===== config.mk =====
export PLATFORM = sky130hd
export DESIGN_NAME = cnn_pixel_streamer
export DESIGN_NICKNAME = d
export VERILOG_FILES = /design/src/rtl/cnn_pkg.sv /design/src/rtl/cnn_pixel_streamer.sv
export SDC_FILE = /design/constraint.sdc
export NUM_CORES = 1
export LEC_CHECK = 0
export CAP_MARGIN = 10
export CORE_ASPECT_RATIO = 0.7
export CORE_MARGIN = 4
export CORE_UTILIZATION = 29
export CTS_BUF_LIST = sky130_fd_sc_hd__clkbuf_16
export DETAILED_ROUTE_END_ITERATION = 8
export GPL_TIMING_DRIVEN = 0
export PLACE_DENSITY = 0.54
export SETUP_SLACK_MARGIN = 0.2
export SYNTH_ARGS = -nofsm -noshare
export SYNTH_HDL_FRONTEND = slang
export SYNTH_SLANG_ARGS = --single-unit

===== constraint.sdc =====
create_clock -name clk -period 2.59 [get_ports clk]
set_input_delay 0.518 -clock clk [delete_from_list [all_inputs] [get_ports clk]]
set_output_delay 0.518 -clock clk [all_outputs]
set_load 0.05 [all_outputs]

===== src/rtl/cnn_pkg.sv =====
// Shared types and sizing helpers for the CNN pixel streamer.
package cnn_pkg;

    typedef enum logic [2:0] {
        ST_IDLE,
        ST_REQ,
        ST_WAIT,
        ST_EMIT,
        ST_DONE
    } cnn_stream_state_e;

    // Default geometry: 8-bit pixels packed four to a 32-bit word.
    localparam int unsigned PPW            = 4;
    localparam int unsigned BYTES_PER_WORD = 4;

    // Bits needed to hold the values 0..n-1 (never less than one bit).
    function automatic int unsigned cnt_width(input int unsigned n);
        return (n <= 2) ? 1 : $clog2(n);
    endfunction

endpackage


===== src/rtl/cnn_pixel_streamer.sv =====
// Fetches a WIDTH x HEIGHT frame word by word from memory and streams it
// out pixel by pixel in raster order with start-of-line / end-of-frame marks.
module cnn_pixel_streamer
    import cnn_pkg::*;
#(
    parameter int unsigned DATA_WIDTH = 8,
    parameter int unsigned WIDTH      = 28,
    parameter int unsigned HEIGHT     = 28,
    parameter int unsigned ADDR_WIDTH = 32,
    parameter int unsigned BUS_WIDTH  = 32
) (
    input  logic                  clk,
    input  logic                  rst_n,
    input  logic                  start,
    input  logic [ADDR_WIDTH-1:0] base_addr,
    output logic                  busy,
    output logic                  done,
    output logic                  mem_req,
    output logic [ADDR_WIDTH-1:0] mem_addr,
    input  logic                  mem_gnt,
    input  logic                  mem_rvalid,
    input  logic [BUS_WIDTH-1:0]  mem_rdata,
    output logic [DATA_WIDTH-1:0] pixel_out,
    output logic                  valid_out,
    input  logic                  ready_in,
    output logic                  sol,
    output logic                  eof
);

    localparam int unsigned LANES      = BUS_WIDTH / DATA_WIDTH;
    localparam int unsigned WORD_BYTES = BUS_WIDTH / 8;
    localparam int unsigned NUM_PIX    = WIDTH * HEIGHT;
    localparam int unsigned NUM_WORDS  = (NUM_PIX + LANES - 1) / LANES;
    localparam int unsigned PCW        = cnt_width(NUM_PIX + 1);
    localparam int unsigned WIW        = cnt_width(NUM_WORDS);
    localparam int unsigned LW         = cnt_width(LANES);
    localparam int unsigned CW         = cnt_width(WIDTH);
    localparam int unsigned RW         = cnt_width(HEIGHT + 1);
    localparam logic [ADDR_WIDTH-1:0] ALIGN_MASK = ~ADDR_WIDTH'(WORD_BYTES - 1);

    cnn_stream_state_e state, state_nxt;

    logic [ADDR_WIDTH-1:0] base;
    logic [WIW-1:0]        word_idx;
    logic [LW-1:0]         lane;
    logic [CW-1:0]         col;
    logic [RW-1:0]         row;
    logic [PCW-1:0]        pix_cnt;
    logic [BUS_WIDTH-1:0]  word_buf;
    logic                  last_pix;
    logic                  last_lane;

    assign last_pix  = (pix_cnt == PCW'(NUM_PIX - 1));
    assign last_lane = (lane == LW'(LANES - 1));

    // State register.
    always_ff @(posedge clk or negedge rst_n) begin
        if (!rst_n) state <= ST_IDLE;
        else        state <= state_nxt;
    end

    // Next-state and handshake outputs, all decoded from the current state.
    always_comb begin
        state_nxt = state;
        busy      = 1'b0;
        done      = 1'b0;
        mem_req   = 1'b0;
        valid_out = 1'b0;
        case (state)
            ST_IDLE: if (start) state_nxt = ST_REQ;
            ST_REQ: begin
                busy    = 1'b1;
                mem_req = 1'b1;
                if (mem_gnt) state_nxt = ST_WAIT;
            end
            ST_WAIT: begin
                busy = 1'b1;
                if (mem_rvalid) state_nxt = ST_EMIT;
            end
            ST_EMIT: begin
                busy      = 1'b1;
                valid_out = 1'b1;
                if (ready_in) begin
                    if (last_pix)       state_nxt = ST_DONE;
                    else if (last_lane) state_nxt = ST_REQ;
                end
            end
            ST_DONE: begin
                done      = 1'b1;
                state_nxt = ST_IDLE;
            end
            default: state_nxt = ST_IDLE;
        endcase
    end

    // Address, current pixel and frame markers derived from the counters.
    always_comb begin
        mem_addr  = base + ADDR_WIDTH'(word_idx) * ADDR_WIDTH'(WORD_BYTES);
        pixel_out = '0;
        if (valid_out) pixel_out = word_buf[lane * DATA_WIDTH +: DATA_WIDTH];
        sol = valid_out && (col == '0);
        eof = valid_out && last_pix;
    end

    // Frame counters and the word buffer.
    always_ff @(posedge clk or negedge rst_n) begin
        if (!rst_n) begin
            base     <= '0;
            word_idx <= '0;
            lane     <= '0;
            col      <= '0;
            row      <= '0;
            pix_cnt  <= '0;
            word_buf <= '0;
        end else begin
            case (state)
                ST_IDLE: if (start) begin
                    base     <= base_addr & ALIGN_MASK;
                    word_idx <= '0;
                    lane     <= '0;
                    col      <= '0;
                    row      <= '0;
                    pix_cnt  <= '0;
                end
                ST_WAIT: if (mem_rvalid) begin
                    word_buf <= mem_rdata;
                    lane     <= '0;
                end
                ST_EMIT: if (ready_in) begin
                    pix_cnt <= pix_cnt + PCW'(1);
                    if (col == CW'(WIDTH - 1)) begin
                        col <= '0;
                        row <= row + RW'(1);
                    end else begin
                        col <= col + CW'(1);
                    end
                    // Past the final pixel the rest of the word is dropped.
                    if (!last_pix) begin
                        if (last_lane) word_idx <= word_idx + WIW'(1);
                        else           lane     <= lane + LW'(1);
                    end
                end
                default: ;
            endcase
        end
    end

endmodule


## Word-level counts from Yosys, hierarchy flattened

Index checks and enable logic that the tools add are counted.

- Add/subtract/negate cells: 5
- Eq/ne operators: 15
- Shifts and indexed selects: 1
- Mux-type cells: 30
- Reductions and logical operators: 13

Operators by type and width:

| kind | number |
|---|---|
| $mux W8 | 5 |
| $add A32 B10 Y32 | 1 |
| $shiftx A32 B6 Y8 | 1 |
| $mux W10 | 2 |
| $pmux W10 S2 | 1 |
| $mux W3 | 6 |
| $pmux W8 S2 | 1 |
| $mux W5 | 3 |
| $ne A2 B2 Y1 const B | 7 |
| $pmux W3 S4 | 1 |
| $add A10 B1 Y10 const B | 1 |
| $eq A10 B10 Y1 const B | 1 |
| $mux W2 | 5 |
| $pmux W5 S2 | 1 |
| $reduce_and A5 Y1 | 2 |
| $add A8 B1 Y8 const B | 1 |
| $eq A3 B2 Y1 const B | 2 |
| $pmux W2 S3 | 1 |
| $reduce_and A6 Y1 | 1 |
| $add A5 B1 Y5 const B | 1 |
| $eq A5 B5 Y1 const B | 1 |
| $logic_not A5 Y1 | 1 |
| $mux W1 | 4 |
| $reduce_and A2 Y1 | 2 |
| 11 further kinds | 12 |

- Register bits after elaboration: 90
- Input port bits: 70
- Output and inout port bits: 46
- Word-level logic and storage cells: 71

## Depth between registers and ports, before layout

- Depth after elaboration: 5
- Depth in mapped cells: 8
- Gate-level depth less buffers: 8

## Worst setup path before layout

Ideal clock, no wire load.

- Path kind: register to output
- Start point: register word_idx[0]
- End point: output mem_addr[18]
- Arrival time: 2.759 ns
- Required time: 2.072 ns
- Slack: -0.687 ns
- Stages on the path, launching flop included: 9
- Buffers on the path: 0
- Cell sequence: dfrtp_1 > ha_1 > inv_1 > fa_1 > nand2b_1 > a21o_1 > a211oi_2 > nand4_1 > xnor2_1

- Cells in the longest elaborated chain, start to end: 1

RTL lines:

| element | RTL line | source |
|---|---|---|
| start: declaration | cnn_pixel_streamer.sv:44 | `logic [WIW-1:0] word_idx;` |
| start signal: assignment | cnn_pixel_streamer.sv:139 | `if (last_lane) word_idx <= word_idx + WIW'(1);` |
| $add A32 B10 Y32 | cnn_pixel_streamer.sv:98 | `mem_addr = base + ADDR_WIDTH'(word_idx) * ADDR_WIDTH'(WORD_BYTES);` |
| end: declaration | cnn_pixel_streamer.sv:19 | `output logic [ADDR_WIDTH-1:0] mem_addr,` |

Every way passes these cells.

## Final worst setup path

- Start point: register base[2]
- End point: output mem_addr[22]

- Cells in the longest elaborated chain, start to end: 1

RTL lines:

| element | RTL line | source |
|---|---|---|
| start: declaration | cnn_pixel_streamer.sv:43 | `logic [ADDR_WIDTH-1:0] base;` |
| start signal: assignment | cnn_pixel_streamer.sv:118 | `base <= base_addr & ALIGN_MASK;` |
| $add A32 B10 Y32 | cnn_pixel_streamer.sv:98 |  |

Every way passes these cells.

==> metrics <==
final setup violation count 25; Routed WL 14000 um; vias 3890; largest cells by area after synthesis dfrtp_1 (46%), mux2_2 (14%), mux4_2 (4.1%); Lkg Pwr 3.44 nW; clock network power share 12.0%; placed cell area 6830 um2; H-Tree Depth 3; proportion of layout cells with a drive suffix above 1 45.4%; Max-slew headroom 56.4%; simple-gate area share of the yosys netlist 13.6%; # IOs 116; crit path capture type primary output; critical path arrival 2.59 ns; Startpoint Class flop; failing checks setup timing; PortBufs 111; hpwl dp 9860 um; worst-path cell chain ha_4 > inv_2 > fa_2 > nand2b_4 > a21o_4 > a211oi_4 > buf_12 > nand4_1 > xnor2_4 > buf_6; most common library cells after synthesis dfrtp_1 (90), mux2_2 (59), nand2_1 (28); CP Data Required Time 2.07 ns; Final Slew Violations 0; Fillers 1479; Synth Area in Adders 3.72%; Worst Skew 0.00817 ns; Synth area leader dfrtp_1; RSZ-0062 raised after global routing yes; Compound-Gate Fraction of Synth Area 8.31%; CP max FO 7; multiplexer area fraction after synthesis 18.5%; most common cell in the netlist dfrtp_1; DIE AREA 19100 um2; P_sw 4.68 mW; pin count of the biggest net entering global routing 49; Power Internal 5.50 mW; DRC 0; maximum clock path buffer count 2; synthesis-to-finish area growth 60.1%; synthesis-stage register bit count 90; first-pass GRT wire length 22300 um; Final ANT Viol Nets 0; Cells after Synth 426; Net count, final 677; Placeable Area 16400 um2; number of global-route vias before repair 4072; TritonCTS clock tree done; Final WS setup -0.513 ns; Die H 117 um; final hold vios 0; clock latency on the worst-skew pair 0.34 ns; max-cap viol count 0; CTS clk-pin slew, worst paths 0.06 ns; fin crit share 120%; combinational share of power 61.0%; synth warn 0; via/cell ratio 4.76; Crit. Startpoint base[2]; crit path kind reg2out; routed wire length per instance 17.1 um; ANT cells 0; CTS Buf Count 9; initial core utilization 29.9%; first-pass iteration count of the detailed router 4; initial antenna violation count 0; largest family of logic cells by synthesized area multiplexers; asr flop ratio synth 100%; Cell variety after synth 58; Most used DFF post-synth dfrtp_1; Synth top area share 45.9%; Worst path max stage delay 0.38 ns; die width 164 um; Net Sw Frac 46.0%; outcome complete, but fails checks; GRT Util Overall 15.1%; FF-to-FF Start state[1]; number of synthesized flops with an enable pin 0; initial DRC count 124; maximum VDD drop 550 uV; final RePlAce weighted congestion 0.786; Min-Delay Path Class in2async; Site Rows 39; Worst path slowest cell dfrtp_1; sequential share of power 27.0%; Cell Area, Synth 4910 um2; cts hold-fix bufs 0; Final Cell Area 7860 um2; Cell Pwr Density 1290 nW/um2; clock sink count 90; total grt overflow 0; syn_area_per_cell 11.5 um2; Max Clk Rate 0.322 GHz; Slew @ Worst Pin 0.654 ns; crit path time final 3.10 ns; post-synthesis xor/xnor area fraction 6.78%; clock root cell clkbuf_16; sequential-to-total area share from yosys stat 45.9%; pre-CTS setup slack -1.23 ns
## worst paths after layout
| kind | endpoint | slack (ns) | depth (start not counted) |
|---|---|---|---|
| max | mem_addr[22] | -0.51 | 10 |
| min | base[25] | 0.20 | 1 |
| max in group asynchronous | word_idx[1] | 1.73 | 2 |
| min reg2reg | word_buf[3] | 0.49 | 1 |
| min in group clk | word_buf[3] | 0.49 | 1 |
| max reg2reg | word_idx[5] | 0.41 | 6 |
## kinds of logic (layout without fill, tap and decap cells)
| kind of cell | Yosys count | in the layout |
|---|---|---|
| AO/OA/AOI/OAI | 57 | 58 |
| flip-flops | 90 | 90 |
| AND/OR/NAND/NOR | 119 | 119 |
| XOR/XNOR | 38 | 38 |
| other | 1 | 2 |
| multiplexers | 72 | 72 |
| buffers and inverters | 35 | 200 |
| adder cells (fa/ha/maj) | 14 | 14 |
## per-layer routing
layer	up-vias	routed length (um)	GRT usage, %
li1	1873	-	-
met2	54	6580	23.6
met1	1954	6930	21.9
met4	0	165	3.85
met3	9	294	2.70
met5	-	0	0
## state kept, by name, summed over array words and instances, names as in the netlist
name and cells:
word_buf 32, base 30, pix_cnt 10, word_idx 8
col 5, state 3, lane 2
## power by group through the flow
| stage | Sequential, mW | Combinational [mW] | Clock [mW] |
|---|---|---|---|
| floorplan | 2.56 | 4.06 | 0 |
| global placement | 2.70 | 5.50 | 0 |
| detailed placement | 2.72 | 5.55 | 0 |
| CTS | 2.72 | 6.05 | 1.28 |
| global route | 2.85 | 6.59 | 1.32 |
| finish | 2.75 | 6.21 | 1.22 |
## final cells by class
class / instances / area, um2 / area share [%]
tap: 225 / 282 / 3.58
multi-input combinational: 303 / 3340 / 42.4
clock buffer: 9 / 225 / 2.86
timing repair buffer: 154 / 1520 / 19.4
sequential: 90 / 2260 / 28.7
clock inverter: 2 / 33.8 / 0.430
buffer: 23 / 159 / 2.02
inverter: 12 / 45.0 / 0.573
## metrics by stage
step / cells / TNS (ns) / utilization (%) / hold slack (ns) / total power [mW]
finish: 818 / -9.11 / 47.8 / 0.204 / 10.2
CTS: 807 / -9.92 / 46.7 / 0.210 / 10.1
global placement: 763 / -252.13 / 41.4 / 0.474 / 8.20
detailed placement: 764 / -25.64 / 41.5 / 0.482 / 8.28
global route: 818 / -11.86 / 47.8 / 0.242 / 10.8
floorplan: 427 / -2.72 / - / 0.222 / 6.63
## repair_timing
action	in CTS	in global routing
buffers inserted	31	11
gates cloned	1	0
resized for setup	325	41
endpoints found under the setup margin	44	61
pin swaps	24	21
## worst max-delay path, delay by kind of cell (launching register included)
family,cells,cell delay [ns]
AOI/OAI and AO/OA,2,0.44
xor gates and xnor gates,1,0.20
adders and majority gates,2,0.49
buffers and inverters,3,0.35
DFF,1,0.38
and+or+nand+nor,2,0.37
## cells in the final DEF (no fill, tap or decap), types with 11 or more instances in the layout
cell type	instances
o21ai_0	11
dfrtp_1	86
buf_6	39
clkdlybuf4s50_1	66
buf_4	33
a21oi_1	13
nor2_1	18
buf_2	21
nand2_1	21
and3_1	14
xnor2_4	13
mux2_2	59
(Power assumes the default switching activity.)
